==> src/rtl/obi_pend_fifo.sv <==
// Generic push/pop FIFO with occupancy count and combinational head.
// A push into a full FIFO is accepted when a pop happens in the same cycle.
// Pointers wrap explicitly, so any Depth >= 1 works.
//
// Ports:
//   clk_i, rst_ni   clock, asynchronous active-low reset
//   push_i, data_i  write request and entry
//   pop_i           retire the head entry (ignored when empty)
//   head_o          oldest entry (undefined content when empty)
//   count_o         number of stored entries
module obi_pend_fifo #(
    parameter int unsigned Width = 8,
    parameter int unsigned Depth = 2,
    localparam int unsigned CntW = $clog2(Depth + 1)
) (
    input  logic             clk_i,
    input  logic             rst_ni,
    input  logic             push_i,
    input  logic [Width-1:0] data_i,
    input  logic             pop_i,
    output logic [Width-1:0] head_o,
    output logic [CntW-1:0]  count_o
);

    localparam int unsigned     PtrW    = (Depth > 1) ? $clog2(Depth) : 1;
    localparam logic [PtrW-1:0] LastPtr = PtrW'(Depth - 1);
    localparam logic [CntW-1:0] DepthC  = CntW'(Depth);

    logic [Width-1:0] mem_q [Depth];
    logic [PtrW-1:0]  wr_ptr_q, wr_ptr_d;
    logic [PtrW-1:0]  rd_ptr_q, rd_ptr_d;
    logic [CntW-1:0]  count_q, count_d;
    logic             do_push, do_pop;

    function automatic logic [PtrW-1:0] ptr_inc(input logic [PtrW-1:0] p);
        return (p == LastPtr) ? '0 : p + PtrW'(1);
    endfunction

    assign do_pop  = pop_i & (count_q != '0);
    assign do_push = push_i & ((count_q != DepthC) | do_pop);

    always_comb begin
        wr_ptr_d = wr_ptr_q;
        rd_ptr_d = rd_ptr_q;
        count_d  = count_q;
        if (do_push) begin
            wr_ptr_d = ptr_inc(wr_ptr_q);
        end
        if (do_pop) begin
            rd_ptr_d = ptr_inc(rd_ptr_q);
        end
        if (do_push && !do_pop) begin
            count_d = count_q + CntW'(1);
        end else if (do_pop && !do_push) begin
            count_d = count_q - CntW'(1);
        end
    end

    always_ff @(posedge clk_i or negedge rst_ni) begin
        if (!rst_ni) begin
            wr_ptr_q <= '0;
            rd_ptr_q <= '0;
            count_q  <= '0;
            for (int i = 0; i < int'(Depth); i++) begin
                mem_q[i] <= '0;
            end
        end else begin
            wr_ptr_q <= wr_ptr_d;
            rd_ptr_q <= rd_ptr_d;
            count_q  <= count_d;
            if (do_push) begin
                mem_q[wr_ptr_q] <= data_i;
            end
        end
    end

    assign head_o  = mem_q[rd_ptr_q];
    assign count_o = count_q;

endmodule

==> config.mk <==
export PLATFORM = sky130hd
export DESIGN_NAME = obi_pend_fifo
export DESIGN_NICKNAME = d
export VERILOG_FILES = /design/src/rtl/obi_pend_fifo.sv
export SDC_FILE = /design/constraint.sdc
export NUM_CORES = 1
export LEC_CHECK = 0
export CAP_MARGIN = 20
export CORE_MARGIN = 5
export CORE_UTILIZATION = 50
export DETAILED_ROUTE_END_ITERATION = 10
export PLACE_DENSITY_LB_ADDON = 0.15
export SETUP_SLACK_MARGIN = 0.1
export SYNTH_ARGS = -nofsm -noshare
export SYNTH_HDL_FRONTEND = slang
export SYNTH_SLANG_ARGS = --single-unit
==> constraint.sdc <==
create_clock -name clk_i -period 4.9 [get_ports clk_i]
set_input_delay 0.98 -clock clk_i [delete_from_list [all_inputs] [get_ports clk_i]]
set_output_delay 0.98 -clock clk_i [all_outputs]
set_load 0.02 [all_outputs]
==> impl_metrics.yaml <==
yosys:
  synth_nets: 71
  synth_area_um2: 890
  synth_top_area_share_pct: 56.3
  yosysTopAreaCell: "dfrtp_1"
  avgSynthCellArea_um2: 15.3
  synth_cell_types: 13
  synth_seq_cells: 20
  seq_area_frac_synth_pct: 56.3
  syn_inst: 58
  synth.area.top_cells: "dfrtp_1 (56%), mux2_2 (30%), xor2_1 (3.0%)"
  yosysWarnings: 0
die:
  initial_core_util_pct: 52.1
  io_pins: 22
  fp.dieH_um: 52.2
  chipWidth_um: 52.2
  die_area_um2: 2720
  num_rows: 15
  core_um2: 1710
power:
  switching_power_uw: 280
  seq_power_share_pct: 38.9
  ir_drop_uv: 414
  p_leak_nw: 0.469
  power_frac_comb_pct: 51.8
  power.internal_uw: 526
  powerDensity_nw_per_um2: 701
  p_sw_share_pct: 34.8
  pwr-share-clk_pct: 9.3
clocking:
  cts_tree: "done"
  cts_sinks: 20
  postCtsHoldBufs: 0
  clk-insertion-delay-late_ns: 0.29
  cts.reportedPaths.clkPinSlew_ns: 0.10
  clock_path_buffers: 2
  cts_buffers: 3
  h-tree-depth: 1
  post_cts_buffers: 0
  cts_resized: 0
  root_buffer: "clkbuf_4"
final_layout:
  synthToLayoutAreaGrowth_pct: 29.3
  n_antenna_cell: 0
  multi_input_area_um2: 385
  regArea_um2: 500
  nets: 96
  n_fill_cell: 134
  drive_gt1_share_pct: 38.3
  fin_cells: 106
placed_design:
  port_buffers: 21
  hpwlAfterDp_um: 1130
  place.gp.congestion: 0.716
  place_inst: 103
sta:
  min_period_over_period_pct: 57.2
  slew_headroom_pct: 43.2
  worst_pin_slew_ns: 0.849
  final.min_clock_period_ns: 2.80
  rsz0062_at_grt: "false"
  drv_slew: 0
  setup_violations: 0
  whs_ns: 0.512
  fin_setup_tns_ns: 0
  hold_viol: 0
  max_freq_ghz: 0.357
  fin_skew_ns: 0.00167
setup_path:
  crit_fanout: 9
  required_ns: 3.92
  critPathMaxStageDelay_ns: 0.60
  path_class: "reg -> out"
  crit_family: "flip-flops"
  start_kind: "flip-flop"
  crit_slowest_cell: "dfrtp_1"
  crit_chain: "mux2_2 -> clkdlybuf4s50_1"
  path_buf_inv: 1
  cp-end-kind: "output port"
  arrival_ns: 1.82
route:
  drc: 0
  drt_pass1_iterations: 1
  wirelength_um: 1530
  ant_nets: 0
  routedWlPerCell_um: 14.4
  drt_iter0_markers: 0
  vias_per_cell: 5.08
  vias: 538
global_routing:
  use_met1_pct: 15.4
  grt_util_met2_pct: 21.3
  grt_pass1_wl_um: 2540
  grt_pass1_vias: 577
  grt_most_used_layer: "met2"
  antenna_found_initial: 0
  globalRouteMet3Util_pct: 3.13
  grtUsageTotal_pct: 13.4
  grt.overflow.total: 0
  grt_start_max_net_pins: 21
flow_run:
  maxCapViolCount: 0
run_status:
  status: "completed"
hold_path:
  hp-class: "reg -> reg"
-- layout make-up --
cell class	instances	share of cell area, %
clock buffers	3	1.96
multi-input cells	37	33.5
flip-flops and latches	20	43.5
well taps	25	2.72
repair buffers	21	18.3
-- metrics by stage --
step                      util [%]  power [mW]  worst slack, ns  area [um^2]
after CTS                     67.3       0.819             2.07         1150
final                         67.3       0.807             2.10         1150
after global placement        66.0       0.732             2.25         1130
after global routing          67.3       0.861             2.02         1150
after floorplan                  -       0.577             2.74          890
after detailed placement      66.0       0.742             2.21         1130
-- cells in the mapped netlist --
cell type and number:
dfrtp_1 20, clkbuf_1 1, nor3b_2 1, xor2_1 3, ha_1 1, nor2_1 1
o21ai_0 1, mux2_2 24, nand2_1 1, nor3b_4 1, nor2_2 1, and2b_2 1
xnor2_1 2
-- routing by layer --
metal,vias to the layer above,share of wire [%]
li1,252,-
met1,269,42
met4,0,2.2
met2,13,51
met5,-,0
met3,4,4.8
-- sequential cells by signal, summed over array words and instances (netlist names) --
| name | flops |
|---|---|
| rd_ptr_q | 1 |
| wr_ptr_q | 1 |
| count_o | 2 |
| mem_q | 16 |
-- worst paths after layout --
check | from | to | slack [ns] | depth (start not counted)
setup reg to reg | count_o[0]$_DFFE_PN0P_ | count_o[1]$_DFFE_PN0P_ | 3.15 | 6
min in group asynchronous | rst_ni | mem_q[9]$_DFFE_PN0P_ | 1.16 | 1
hold / removal | mem_q[15]$_DFFE_PN0P_ | mem_q[15]$_DFFE_PN0P_ | 0.51 | 1
hold reg to reg | mem_q[15]$_DFFE_PN0P_ | mem_q[15]$_DFFE_PN0P_ | 0.51 | 1
max in group asynchronous | rst_ni | mem_q[14]$_DFFE_PN0P_ | 3.22 | 1
setup / recovery | rd_ptr_q$_DFFE_PN0P_ | head_o[3] | 2.10 | 2
-- cells by family (layout without fill, tap and decap cells) --
logic type	count (synthesis)	after routing	synth area share, %
AO/OA/AOI/OAI	1	1	0.562
XOR/XNOR	5	5	4.92
multiplexers	24	24	30.4
buffers and inverters	1	24	0.422
flip-flops	20	20	56.3
AND/OR/NAND/NOR	6	6	6.05
adder cells (fa/ha/maj)	1	1	1.41
-- power groups by stage --
stage               logic [mW]  registers, mW  clock network [mW]
finish                   0.418          0.314              0.0749
global route             0.448          0.325              0.0881
CTS                      0.425          0.315              0.0787
detailed placement       0.423          0.319                   0
global placement         0.417          0.315                   0
floorplan                0.275          0.302                   0
-- placed cells by master (no fill, tap or decap) --
cell type,count
clkdlybuf4s50_1,21
dfrtp_1,20
clkbuf_4,3
nor3b_4,1
o21ai_0,1
mux2_2,24
nand2_1,1
xor2_1,3
nor2_1,1
xnor2_1,2
nor3b_2,1
and2b_2,1
ha_1,1
nor2_2,1
No activity file was read; power rests on OpenSTA's default activity.
